--- config.mk ---
export PLATFORM = sky130hd
export DESIGN_NAME = game_ctrl_flat
export DESIGN_NICKNAME = d
export VERILOG_FILES = /design/src/rtl/game_ctrl_if.sv /design/src/rtl/game_ctrl.sv /design/src/flat_wrapper.sv
export SDC_FILE = /design/constraint.sdc
export NUM_CORES = 1
export LEC_CHECK = 0
export CELL_PAD_IN_SITES_DETAIL_PLACEMENT = 1
export CELL_PAD_IN_SITES_GLOBAL_PLACEMENT = 1
export CORE_MARGIN = 5
export CORE_UTILIZATION = 41
export CTS_CLUSTER_SIZE = 16
export DETAILED_ROUTE_END_ITERATION = 16
export GPL_ROUTABILITY_DRIVEN = 0
export PLACE_DENSITY_LB_ADDON = 0.05
export SYNTH_ARGS = -nofsm -noshare
export SYNTH_HDL_FRONTEND = slang
export SYNTH_SLANG_ARGS = --single-unit
--- constraint.sdc ---
create_clock -name clk -period 2.1 [get_ports clk]
set_clock_uncertainty 0.15 [all_clocks]
set_input_delay 0.63 -clock clk [delete_from_list [all_inputs] [get_ports clk]]
set_output_delay 0.63 -clock clk [all_outputs]
set_load 0.02 [all_outputs]
--- src/rtl/game_ctrl_if.sv ---
// Signal bundle between the game controller and its neighbours (VGA timing,
// ball/collision path, score displays). state_dbg exposes the FSM state.
interface game_ctrl_if;
  logic       vsync;
  logic       start;
  logic       miss_left;
  logic       miss_right;
  logic       score_pulse_p1;
  logic       score_pulse_p2;
  logic [3:0] p1_score;
  logic [3:0] p2_score;
  logic       ball_hold;
  logic       serve_dir;
  logic       game_over;
  logic       winner;
  logic [2:0] state_dbg;

  modport master (
    output vsync, start, miss_left, miss_right,
    input  score_pulse_p1, score_pulse_p2, p1_score, p2_score,
           ball_hold, serve_dir, game_over, winner, state_dbg
  );

  modport slave (
    input  vsync, start, miss_left, miss_right,
    output score_pulse_p1, score_pulse_p2, p1_score, p2_score,
           ball_hold, serve_dir, game_over, winner, state_dbg
  );
endinterface

--- src/rtl/game_ctrl.sv ---
// Point/serve/match controller for the pong game. Optional auto-restart after a
// finished match is enabled by defining GAME_CTRL_AUTO_RESTART_EN.
module game_ctrl #(
  parameter int WIN_SCORE    = 7,
  parameter int SERVE_FRAMES = 60,
  parameter int OVER_FRAMES  = 180
) (
  input logic        clk,
  input logic        rst,
  game_ctrl_if.slave bus
);

  typedef enum logic [2:0] {
    IDLE  = 3'd0,
    SERVE = 3'd1,
    PLAY  = 3'd2,
    POINT = 3'd3,
    OVER  = 3'd4
  } state_t;

  // One counter serves both the serve hold and the game-over hold.
  localparam int CNT_W = $clog2(((SERVE_FRAMES > OVER_FRAMES) ? SERVE_FRAMES : OVER_FRAMES) + 1);
  localparam logic [CNT_W-1:0] SERVE_LAST = CNT_W'(SERVE_FRAMES);
  localparam logic [3:0]       WIN_LVL    = 4'(WIN_SCORE);
`ifdef GAME_CTRL_AUTO_RESTART_EN
  localparam logic [CNT_W-1:0] OVER_LAST  = CNT_W'(OVER_FRAMES);
`endif

  state_t           state_q, state_d;
  logic [3:0]       p1_q, p1_d, p2_q, p2_d;
  logic             serve_dir_q, serve_dir_d;
  logic             winner_q, winner_d;
  logic             pt_p1_q, pt_p1_d, pt_p2_q, pt_p2_d;
  logic [CNT_W-1:0] cnt_q, cnt_d, cnt_inc;
  logic             start_meta_q, start_sync_q, start_prev_q;
  logic             vsync_q;
  logic             start_evt, frame_tick;

  assign start_evt  = start_prev_q & ~start_sync_q;
  assign frame_tick = vsync_q & ~bus.vsync;
  assign cnt_inc    = cnt_q + 1'b1;

  always_ff @(posedge clk or negedge rst) begin
    if (!rst) begin
      state_q      <= IDLE;
      p1_q         <= '0;
      p2_q         <= '0;
      serve_dir_q  <= 1'b1;
      winner_q     <= 1'b0;
      pt_p1_q      <= 1'b0;
      pt_p2_q      <= 1'b0;
      cnt_q        <= '0;
      start_meta_q <= 1'b1;
      start_sync_q <= 1'b1;
      start_prev_q <= 1'b1;
      vsync_q      <= 1'b1;
    end else begin
      state_q      <= state_d;
      p1_q         <= p1_d;
      p2_q         <= p2_d;
      serve_dir_q  <= serve_dir_d;
      winner_q     <= winner_d;
      pt_p1_q      <= pt_p1_d;
      pt_p2_q      <= pt_p2_d;
      cnt_q        <= cnt_d;
      start_meta_q <= bus.start;
      start_sync_q <= start_meta_q;
      start_prev_q <= start_sync_q;
      vsync_q      <= bus.vsync;
    end
  end

  always_comb begin
    state_d     = state_q;
    p1_d        = p1_q;
    p2_d        = p2_q;
    serve_dir_d = serve_dir_q;
    winner_d    = winner_q;
    pt_p1_d     = pt_p1_q;
    pt_p2_d     = pt_p2_q;
    cnt_d       = cnt_q;
    case (state_q)
      IDLE: begin
        if (start_evt) begin
          p1_d        = '0;
          p2_d        = '0;
          serve_dir_d = 1'b1;
          cnt_d       = '0;
          state_d     = SERVE;
        end
      end
      SERVE: begin
        if (frame_tick) begin
          if (cnt_inc == SERVE_LAST) begin
            cnt_d   = '0;
            state_d = PLAY;
          end else begin
            cnt_d = cnt_inc;
          end
        end
      end
      PLAY: begin
        // Scores move on the edge into POINT so pulse and new score line up.
        if (bus.miss_left || bus.miss_right) begin
          state_d = POINT;
          pt_p1_d = bus.miss_right & ~bus.miss_left;
          pt_p2_d = bus.miss_left & ~bus.miss_right;
          if (bus.miss_left && !bus.miss_right) begin
            p2_d        = p2_q + 4'd1;
            serve_dir_d = 1'b0;
          end else if (bus.miss_right && !bus.miss_left) begin
            p1_d        = p1_q + 4'd1;
            serve_dir_d = 1'b1;
          end
        end
      end
      POINT: begin
        pt_p1_d = 1'b0;
        pt_p2_d = 1'b0;
        cnt_d   = '0;
        if (p1_q == WIN_LVL || p2_q == WIN_LVL) begin
          winner_d = (p2_q == WIN_LVL);
          state_d  = OVER;
        end else begin
          state_d = SERVE;
        end
      end
      OVER: begin
`ifdef GAME_CTRL_AUTO_RESTART_EN
        if (start_evt) begin
          cnt_d   = '0;
          state_d = IDLE;
        end else if (frame_tick) begin
          if (cnt_inc == OVER_LAST) begin
            cnt_d   = '0;
            state_d = IDLE;
          end else begin
            cnt_d = cnt_inc;
          end
        end
`else
        if (start_evt) begin
          p1_d        = '0;
          p2_d        = '0;
          serve_dir_d = 1'b1;
          cnt_d       = '0;
          state_d     = SERVE;
        end
`endif
      end
      default: state_d = IDLE;
    endcase
  end

  assign bus.score_pulse_p1 = (state_q == POINT) && pt_p1_q;
  assign bus.score_pulse_p2 = (state_q == POINT) && pt_p2_q;
  assign bus.p1_score       = p1_q;
  assign bus.p2_score       = p2_q;
  assign bus.ball_hold      = (state_q != PLAY);
  assign bus.serve_dir      = serve_dir_q;
  assign bus.game_over      = (state_q == OVER);
  assign bus.winner         = winner_q;
  assign bus.state_dbg      = state_q;

endmodule

--- src/flat_wrapper.sv ---
// flat-port wrapper written by rule: the top's interface ports become plain ports
module game_ctrl_flat 
#(
  parameter int WIN_SCORE    = 7,
  parameter int SERVE_FRAMES = 60,
  parameter int OVER_FRAMES  = 180
)
  (clk, rst, bus_vsync, bus_start, bus_miss_left, bus_miss_right, bus_score_pulse_p1, bus_score_pulse_p2, bus_p1_score, bus_p2_score, bus_ball_hold, bus_serve_dir, bus_game_over, bus_winner, bus_state_dbg);
  game_ctrl_if bus_i ();
  input logic clk;
  input logic rst;
  input wire logic [$bits(bus_i.vsync)-1:0] bus_vsync;
  input wire logic [$bits(bus_i.start)-1:0] bus_start;
  input wire logic [$bits(bus_i.miss_left)-1:0] bus_miss_left;
  input wire logic [$bits(bus_i.miss_right)-1:0] bus_miss_right;
  output wire logic [$bits(bus_i.score_pulse_p1)-1:0] bus_score_pulse_p1;
  output wire logic [$bits(bus_i.score_pulse_p2)-1:0] bus_score_pulse_p2;
  output wire logic [$bits(bus_i.p1_score)-1:0] bus_p1_score;
  output wire logic [$bits(bus_i.p2_score)-1:0] bus_p2_score;
  output wire logic [$bits(bus_i.ball_hold)-1:0] bus_ball_hold;
  output wire logic [$bits(bus_i.serve_dir)-1:0] bus_serve_dir;
  output wire logic [$bits(bus_i.game_over)-1:0] bus_game_over;
  output wire logic [$bits(bus_i.winner)-1:0] bus_winner;
  output wire logic [$bits(bus_i.state_dbg)-1:0] bus_state_dbg;
  assign bus_i.vsync = bus_vsync;
  assign bus_i.start = bus_start;
  assign bus_i.miss_left = bus_miss_left;
  assign bus_i.miss_right = bus_miss_right;
  assign bus_score_pulse_p1 = bus_i.score_pulse_p1;
  assign bus_score_pulse_p2 = bus_i.score_pulse_p2;
  assign bus_p1_score = bus_i.p1_score;
  assign bus_p2_score = bus_i.p2_score;
  assign bus_ball_hold = bus_i.ball_hold;
  assign bus_serve_dir = bus_i.serve_dir;
  assign bus_game_over = bus_i.game_over;
  assign bus_winner = bus_i.winner;
  assign bus_state_dbg = bus_i.state_dbg;
  game_ctrl #(.WIN_SCORE(WIN_SCORE), .SERVE_FRAMES(SERVE_FRAMES), .OVER_FRAMES(OVER_FRAMES)) u_core (.clk(clk), .rst(rst), .bus(bus_i));
endmodule
==> results of run 1 <==
[stage by stage]
step                      setup slack (ns)  instance area [µm²]
after floorplan                     0.0618                 1530
after global placement              -0.157                 1910
after detailed placement            -0.182                 1910
after CTS                         0.000167                 1940
after global routing               -0.0709                 1950
final                              0.00646                 1950
[synth_stat cells, types with 2 or more instances]
cell type	instances
nand2_1	11
nor3_1	2
a21oi_1	7
a22o_1	4
nand2b_1	5
and3_1	4
buf_6	2
o2bb2ai_1	2
ha_1	4
o21ai_1	7
dfrtp_1	22
a22oi_1	2
a221o_1	2
and2_1	2
inv_1	4
o211ai_1	2
xor2_1	4
mux2i_1	3
nor2_1	12
a21o_1	2
nand4_1	2
o21ai_0	5
nor2b_1	2
nand3_1	10
dfstp_2	5
buf_2	3
[cell type report]
| cell class | count | area (µm²) | share of cell area, % |
|---|---|---|---|
| well taps | 48 | 60.1 | 3.07 |
| flip-flops and latches | 27 | 683 | 35.0 |
| inverters | 4 | 15.0 | 0.768 |
| multi-input cells | 117 | 801 | 41.0 |
| clock buffers | 4 | 45.0 | 2.30 |
| repair buffers | 42 | 350 | 17.9 |
[cells by family after synthesis]
group / after synthesis / share of synthesized area, %
multiplexers: 4 / 2.69
XOR/XNOR: 6 / 4.65
AO/OA/AOI/OAI: 41 / 18.6
AND/OR/NAND/NOR: 62 / 22.4
flip-flops: 27 / 44.5
buffers and inverters: 11 / 3.92
adder cells (fa/ha/maj): 4 / 3.27
[state kept, by name, summed over array words and instances (netlist names)]
name and count:
u_core.start_prev_q 1, u_core.start_sync_q 1, u_core.pt_p2_q 1, u_core.pt_p1_q 1, u_core.bus.state_dbg 3, u_core.bus.winner 1
u_core.vsync_q 1, u_core.bus.p1_score 4, u_core.cnt_q 8, u_core.bus.p2_score 4, u_core.bus.serve_dir 1, u_core.start_meta_q 1
[power breakdown]
| group | switching [mW] | internal [mW] | total, mW |
|---|---|---|---|
| Combinational | 0.0952 | 0.101 | 0.196 |
| Clock | 0.166 | 0.136 | 0.302 |
| Sequential | 0.0646 | 0.559 | 0.623 |
[cells in the final DEF (no fill, tap or decap), drive strengths merged, types with 2 or more instances in the layout]
| cell | n |
|---|---|
| dlygate4sd2 | 11 |
| o211ai | 2 |
| a22o | 4 |
| clkdlybuf4s50 | 6 |
| nor2b | 2 |
| nand3 | 10 |
| inv | 4 |
| ha | 4 |
| nand2 | 11 |
| mux2i | 3 |
| xnor2 | 2 |
| and2 | 2 |
| dfstp | 5 |
| a221o | 2 |
| and3 | 4 |
| a21oi | 7 |
| o2bb2ai | 2 |
| xor2 | 4 |
| nand2b | 5 |
| o21ai | 12 |
| nor2 | 13 |
| dfrtp | 22 |
| a22oi | 2 |
| or3b | 3 |
| a21o | 2 |
| buf | 24 |
| nand4 | 2 |
| nor3 | 2 |
| clkbuf | 4 |
[critical path, delay by kind of cell (launching register included)]
kind,cells,cell delay [ns]
buffers and inverters,2,0.28
flip-flops,1,0.43
AND/OR/NAND/NOR,2,0.32
[repair_timing]
item / in CTS / in global routing
setup endpoints to repair: 15 / 6
buffers inserted: 1 / 0
resized for setup: 28 / 9
[how the worst max path moves through the flow]
stage | start | to | slack [ns] | depth (start not counted)
floorplan | u_core.bus.state_dbg[0] | bus_score_pulse_p1 | 0.06 | 3
global placement | bus_miss_right | u_core.bus.p1_score[0] | -0.16 | 4
detailed placement | bus_miss_right | u_core.bus.p1_score[0] | -0.18 | 4
CTS | u_core.bus.state_dbg[1] | bus_score_pulse_p1 | 0.0002 | 4
global route | u_core.bus.state_dbg[1] | bus_score_pulse_p1 | -0.07 | 4
finish | u_core.bus.state_dbg[1] | bus_score_pulse_p1 | 0.006 | 4
[metal layers]
layer | global-route usage, % | up-vias
li1 | - | 641
met1 | 21.8 | 632
met2 | 27.9 | 28
met3 | 3.27 | 7
met4 | 5.22 | 0
met5 | 0 | -
==> results_dict.tcl, run 1 <==
set metrics [dict create \
    outcome "finished, final reports clean" \
    grt_setup_unrepaired "yes" \
    num_io_pins 23 \
    path_max_fanout 4 \
    slowest_delay_ns 0.43 \
    io_buffers 22 \
    drt_pass1_iterations 4 \
    fin_tns_setup_ns 0 \
    period_share_pct 99.7 \
    reg2reg_to "u_core.cnt_q[4]" \
    cts_buffer_depth 2 \
    timing.fmax_mhz 478 \
    synth_seq_area_share_pct 44.5 \
    num_rows 22 \
    grt_pass1_wl_um 6930 \
    die_w_um 71.1 \
    fill_cells 418 \
    vias_per_cell 5.40 \
    clk_pin_slew_ns 0.09 \
    hold_buffers 0 \
    r2r_start "u_core.bus.state_dbg[1]" \
    wl_met3_um 176 \
    p_total_mw 1.12 \
    p_leak_nw 0.879 \
    cp-end-kind "output pin" \
    power_density_nw_per_um2 574 \
    root_buffer "clkbuf_8" \
    dr_wl_met2_um 1950 \
    dpl.hpwl_um 3010 \
    dp.cells 237 \
    setup_violations 0 \
    wl_um 3890 \
    min-delay-start "u_core.start_meta_q" \
    required_ns 1.32 \
    wl_per_cell_um 16.1 \
    synth_area_leaders "dfrtp_1 (36%), dfstp_2 (8.6%), ha_1 (3.3%)" \
    path_common_cell "buf_4" \
    cts.sinks 27 \
    fin_crit_ns 2.09 \
    synthArstFlopShare_pct 100 \
    instances_no_fill 242 \
    reg2reg_slack_ns 0.24 \
    slew_headroom_pct 71.6 \
    cts_made_buffers 3 \
    r2r_cells 6 \
    grt_pass1_vias 1427 \
    syn_area_um2 1530 \
    dieArea_um2 5060 \
    syn_avg_cell_area_um2 9.89 \
    start_util_pct 42.2 \
    hold_class "reg -> reg" \
    grt_max_degree 28 \
    vias 1308 \
    wl_met1_um 1690 \
    crit_path_cell_trace "nor2b_4 -> buf_4 -> and3_1 -> buf_4" \
    syn_to_final_growth_pct 27.5 \
    n_antenna_cell 0 \
    die_h_um 71.1 \
    drc_errors 0 \
    synth_edf_count 0 \
    synth_top_cell_by_area "dfrtp_1" \
    whs_endpoint "u_core.start_sync_q" \
    antenna_found_initial 0 \
    ant_nets 0 \
    final_core_util_pct 53.8 \
    netlist.area_leader.share_pct 35.9 \
    fin_nets 205 \
    cp.arrival_ns 1.31 \
    yosysWarnings 0 \
    peakVddDrop_v 0.000325 \
    final-max-slew-violation-count 0 \
    htreeDepth 1 \
    start_kind "register" \
    synth_cell_types 51 \
    criticalPathCategory "reg -> out" \
    synth_ff_type "dfrtp_1" \
    clkLatencyLatePin_ns 0.28 \
    drive_above_1_share_pct 21.6 \
    whs_ns 0.217 \
    overflow 0 \
    core_area_um2 3630 \
    maxUsedRoutingLayer "met4" \
    drt_iter0_drc 22 \
    synth_nets 165 \
    whs_path_depth 0 \
    worstMarginPinSlew_ns 0.425 \
    cp_slowest_cell "dfrtp_1" \
    cts_tree "done" \
    drv_cap 0 \
    final_hold_viol_count 0 \
    grtUsageTotal_pct 16.7 \
    synth_seq_cells 27 \
    syn_inst 155 \
]
Note: power is estimated with default switching activity, not from simulation.
==> run 2, diff against run 1 <==
--- a/config.mk
+++ b/config.mk
@@ -12,6 +12,7 @@
 export CTS_CLUSTER_SIZE = 16
 export DETAILED_ROUTE_END_ITERATION = 16
 export GPL_ROUTABILITY_DRIVEN = 0
+export MAX_ROUTING_LAYER = met4
 export PLACE_DENSITY_LB_ADDON = 0.05
 export SYNTH_ARGS = -nofsm -noshare
 export SYNTH_HDL_FRONTEND = slang
==> run 2 against run 1 <==
  * Via count about the same
  * Critical path type unchanged
  * First-iteration DRC count unchanged
  * Setup slack about the same
  * Non-clock buffer count unchanged
  * Largest power group unchanged
  * Cell count unchanged
  * Sequential power about the same
  * Core utilization unchanged
  * Flip-flop and latch count unchanged
==> results_dict.tcl, run 2 (synthesis results as in run 1) <==
set metrics [dict create \
    final_hold_viol_count 0 \
    cts_tree "done" \
    cts_made_buffers 3 \
    fin_crit_ns 2.09 \
    final-max-slew-violation-count 0 \
    grt_setup_unrepaired "yes" \
    cts_buffer_depth 2 \
    slew_headroom_pct 71.6 \
    syn_to_final_growth_pct 27.5 \
    outcome "finished, final reports clean" \
    p_comb_share_pct 17.5 \
    grtUsageTotal_pct 17.2 \
    pwr-share-seq_pct 55.6 \
    period_share_pct 99.7 \
    path_max_fanout 4 \
    drt_iter0_drc 22 \
    drv_cap 0 \
    cts.sinks 27 \
    p_int_uw 796 \
    regMostFlops "u_core.cnt_q" \
    p_total_mw 1.12 \
    power_density_nw_per_um2 574 \
    antenna_found_initial 0 \
    final_common_cell "buf_4" \
    drive_above_1_share_pct 21.6 \
    p_leak_nw 0.879 \
    grt_max_degree 28 \
    dieArea_um2 5060 \
    grt_pass1_wl_um 6930 \
    grt_pass1_vias 1425 \
    fill_cells 418 \
    clockPowerShare_pct 26.9 \
    die_h_um 71.1 \
    clk_pin_slew_ns 0.09 \
    wl_per_cell_um 16.1 \
    num_io_pins 23 \
    layout_common_cells "buf_4 (22), dfrtp_1 (21), nor2_1 (12), dlygate4sd2_1 (11)" \
    fin_area_um2 1950 \
    timing.fmax_mhz 478 \
    io_buffers 22 \
    peakVddDrop_v 0.000325 \
    htreeDepth 1 \
    start_util_pct 42.2 \
    overflow 0 \
    die_w_um 71.1 \
    ant_nets 0 \
    clkLatencyLatePin_ns 0.28 \
    p_switching_uw 325 \
    fin_nets 205 \
    placed_cell_area_um2 1910 \
    vias_per_cell 5.41 \
    hold_buffers 0 \
    cp-end-kind "output pin" \
    setup_violations 0 \
    vias 1309 \
    switching_share_pct 29.0 \
    root_buffer "clkbuf_8" \
    wl_um 3900 \
    largest_reg_flops 8 \
    drt_pass1_iterations 4 \
    criticalPathCategory "reg -> out" \
    drc_errors 0 \
    dpl.hpwl_um 3010 \
    required_ns 1.32 \
    n_antenna_cell 0 \
    start_kind "register" \
    num_rows 22 \
    hold_class "reg -> reg" \
    core_area_um2 3630 \
    worstMarginPinSlew_ns 0.425 \
    cp.arrival_ns 1.31 \
]
## run 2: path summary, 6_finish.rpt
kind,cells past startpoint,slack [ns],startpoint,to
min reg2reg,0,0.22,u_core.start_meta_q,u_core.start_sync_q
max in group asynchronous,2,0.93,rst,u_core.start_prev_q
min in group asynchronous,2,0.57,rst,u_core.pt_p2_q
min,0,0.22,u_core.start_meta_q,u_core.start_sync_q
max,4,0.006,u_core.bus.state_dbg[1],bus_score_pulse_p1
max reg2reg,6,0.24,u_core.cnt_q[0],u_core.cnt_q[2]
## run 2: critical path, stage by stage, from the launching register on
cell and delay (ns):
dfrtp_1 0.43, nor2b_4 0.15, buf_4 0.13, and3_1 0.17
buf_4 0.15
## run 2: layout make-up
class / count / area (µm²) / area share, %
Clock buffer: 4 / 45.0 / 2.30
Inverter: 4 / 15.0 / 0.768
Multi-Input combinational cell: 117 / 801 / 41.0
Sequential cell: 27 / 683 / 35.0
Tap cell: 48 / 60.1 / 3.07
Timing Repair Buffer: 42 / 350 / 17.9
## run 2: power groups by stage
stage / registers [mW] / clock network, mW / logic (mW)
floorplan: 0.599 / 0 / 0.161
global placement: 0.626 / 0 / 0.189
detailed placement: 0.632 / 0 / 0.198
CTS: 0.623 / 0.319 / 0.198
global route: 0.634 / 0.345 / 0.220
finish: 0.623 / 0.302 / 0.196
## run 2: metal layers
metal  track usage, %  vias up  wire (µm)
li1                 -      642          -
met4             5.22        0         67
met2             27.9       28       1960
met3             3.13        7        169
met5                -        -          0
met1             21.8      632       1700
## run 2: stage by stage
step	hold WS (ns)	util, %	instances	worst slack (ns)	TNS [ns]
finish	0.217	53.8	242	0.00642	0
global placement	0.200	52.6	237	-0.157	-1.21
detailed placement	0.205	52.6	237	-0.182	-1.65
floorplan	0.184	-	155	0.0618	0
CTS	0.219	53.5	242	0.000167	0
global route	0.223	53.8	242	-0.0709	-0.0709
## run 2: timing repair
item / in CTS / in global routing
setup buffers: 1 / 0
cloned: 0 / 0
endpoints found under the setup margin: 15 / 6
resized for setup: 28 / 9
==> run 3, diff against run 2 <==
--- a/config.mk
+++ b/config.mk
@@ -11,9 +11,10 @@
 export CORE_UTILIZATION = 41
 export CTS_CLUSTER_SIZE = 16
 export DETAILED_ROUTE_END_ITERATION = 16
-export GPL_ROUTABILITY_DRIVEN = 0
+export GPL_ROUTABILITY_DRIVEN = 1
 export MAX_ROUTING_LAYER = met4
-export PLACE_DENSITY_LB_ADDON = 0.05
+export PLACE_DENSITY_LB_ADDON = 0.1
+export SKIP_LAST_GASP = 1
 export SYNTH_ARGS = -nofsm -noshare
 export SYNTH_HDL_FRONTEND = slang
 export SYNTH_SLANG_ARGS = --single-unit
==> run 3 against run 2 <==
  * Clock power shrank 6%
  * Core utilization shrank 0.41 points
  * Global-route usage shrank 1.0 points
  * Fmax grew 3.9%
  * Count of clock-buffer cells in the layout is the same
  * Cell count shrank 0.83%
  * Sequential share of layout area grew 0.27 points
  * Combinational power is essentially flat
  * Die area is the same
  * First-iteration DRC count grew 73%
  * Critical path type is now in -> reg
  * Critical endpoint is now u_core.bus.p1_score[0]
  * Largest power group unchanged
  * Highest routed layer unchanged
==> results_dict.tcl, run 3 (synthesis results as in run 1) <==
set metrics [dict create \
    outcome "finished, final reports clean" \
    clk_pin_slew_ns 0.09 \
    final_common_cell "dfrtp_1" \
    power_density_nw_per_um2 568 \
    multiInputGateArea_um2 798 \
    crit_path_cell_trace "clkdlybuf4s50_1 -> or3b_1 -> mux2_2 -> a22o_1" \
    drc_errors 0 \
    layout_common_cells "dfrtp_1 (21), buf_4 (19), nor2_1 (12), nand2_1 (11)" \
    cp_slowest_cell "clkdlybuf4s50_1" \
    vias 1297 \
    instances_no_fill 240 \
    drt_iter0_drc 38 \
    r2r_start "u_core.cnt_q[0]" \
    antenna_found_initial 0 \
    min-delay-start "u_core.start_meta_q" \
    fin_nets 203 \
    regArea_um2 683 \
    r2r_cells 5 \
    fin_crit_ns 2.01 \
    wl_um 3850 \
    p_int_uw 796 \
    period_share_pct 95.9 \
    ant_nets 0 \
    cp-end-kind "register" \
    grt_pass1_wl_um 6490 \
    wl_per_cell_um 16.0 \
    p_leak_nw 0.873 \
    num_io_pins 23 \
    hold_class "reg -> reg" \
    dpl.hpwl_um 2950 \
    p_switching_uw 306 \
    path_max_fanout 4 \
    die_h_um 71.1 \
    core_area_um2 3630 \
    cts_made_buffers 3 \
    switching_share_pct 27.8 \
    cp.arrival_ns 2.02 \
    syn_to_final_growth_pct 26.5 \
    cts_tree "done" \
    gp_congestion 0.827 \
    cts_buffer_depth 2 \
    fill_cells 433 \
    die_w_um 71.1 \
    vias_per_cell 5.40 \
    setup_violations 0 \
    drive_above_1_share_pct 19.3 \
    fin_tns_setup_ns 0 \
    whs_path_depth 0 \
    reg2reg_to "u_core.cnt_q[4]" \
    p_comb_share_pct 17.6 \
    worstMarginPinSlew_ns 0.413 \
    overflow 0 \
    num_rows 22 \
    whs_endpoint "u_core.start_sync_q" \
    required_ns 2.11 \
    io_buffers 22 \
    dp.cells 235 \
    start_kind "input port" \
    grt_pass1_vias 1366 \
    crit_buf_inv 1 \
    htreeDepth 1 \
    drt_pass1_iterations 4 \
    peakVddDrop_v 0.000357 \
    final_hold_viol_count 0 \
    drv_cap 0 \
    crit_family "buffers and inverters" \
    root_buffer "clkbuf_8" \
    grt_max_degree 28 \
    clockPowerShare_pct 25.8 \
    grt_setup_unrepaired "no" \
    dieArea_um2 5060 \
    grtUsageTotal_pct 16.2 \
    criticalPathCategory "in -> reg" \
    reg2reg_slack_ns 0.13 \
    slew_headroom_pct 72.5 \
    final-max-slew-violation-count 0 \
    pwr-share-seq_pct 56.5 \
    clkLatencyLatePin_ns 0.26 \
    slowest_delay_ns 0.52 \
    regMostFlops "u_core.cnt_q" \
    timing.fmax_mhz 496 \
    n_antenna_cell 0 \
    largest_reg_flops 8 \
    cts.sinks 27 \
    start_util_pct 42.2 \
]
==> run 3: area by class of cell <==
type	instances	share of cell area, %
well taps	48	3.10
repair buffers	40	17.4
multi-input cells	117	41.2
inverters	4	0.774
flip-flops and latches	27	35.2
clock buffers	4	2.32
==> run 3: power groups by stage <==
stage / Combinational (mW) / Sequential [mW] / Clock (mW)
3_3_place_gp: 0.188 / 0.626 / 0
4_1_cts: 0.197 / 0.622 / 0.304
5_1_grt: 0.213 / 0.634 / 0.322
6_report: 0.194 / 0.623 / 0.285
2_1_floorplan: 0.161 / 0.599 / 0
3_5_place_dp: 0.196 / 0.631 / 0
==> run 3: layer usage <==
metal  global-route usage (%)  up-vias  wire length, µm
li1                         -      639                -
met1                     20.2      638             1790
met2                     27.2       16             1910
met3                     2.13        4              109
met4                     4.80        0               43
met5                        -        -                0
==> run 3: worst max path at each step <==
stage | start | end | cells after the start
global route | u_core.bus.state_dbg[1] | bus_game_over | 5
finish | bus_miss_right | u_core.bus.p1_score[0] | 4
CTS | u_core.bus.state_dbg[1] | bus_score_pulse_p2 | 3
floorplan | u_core.bus.state_dbg[0] | bus_score_pulse_p1 | 3
detailed placement | bus_vsync | u_core.cnt_q[4] | 5
global placement | bus_miss_right | u_core.bus.p1_score[0] | 4
==> run 3: repair_timing <==
item,4_1_cts,5_1_grt
setup buffers,0,1
resized for setup,20,8
hold buffers,0,0
setup endpoints to repair,13,7
==> run 3: per-stage QoR <==
| step | instance area, µm² | utilization, % | total power, mW | hold slack (ns) | worst slack [ns] |
|---|---|---|---|---|---|
| finish | 1940 | 53.4 | 1.10 | 0.219 | 0.0852 |
| global route | 1940 | 53.4 | 1.17 | 0.222 | 0.0135 |
| CTS | 1930 | 53.0 | 1.12 | 0.218 | -0.0586 |
| detailed placement | 1900 | 52.2 | 0.827 | 0.201 | -0.189 |
| global placement | 1900 | 52.2 | 0.814 | 0.201 | -0.140 |
| floorplan | 1530 | - | 0.760 | 0.184 | 0.0618 |
==> run 3: worst register-to-register path: cells and delay by family (launching register included) <==
| family | cells | cell delay, ns |
|---|---|---|
| AO/OA/AOI/OAI | 2 | 0.54 |
| XOR/XNOR | 1 | 0.21 |
| adder cells (fa/ha/maj) | 1 | 0.28 |
| AND/OR/NAND/NOR | 1 | 0.24 |
| flip-flops | 1 | 0.44 |
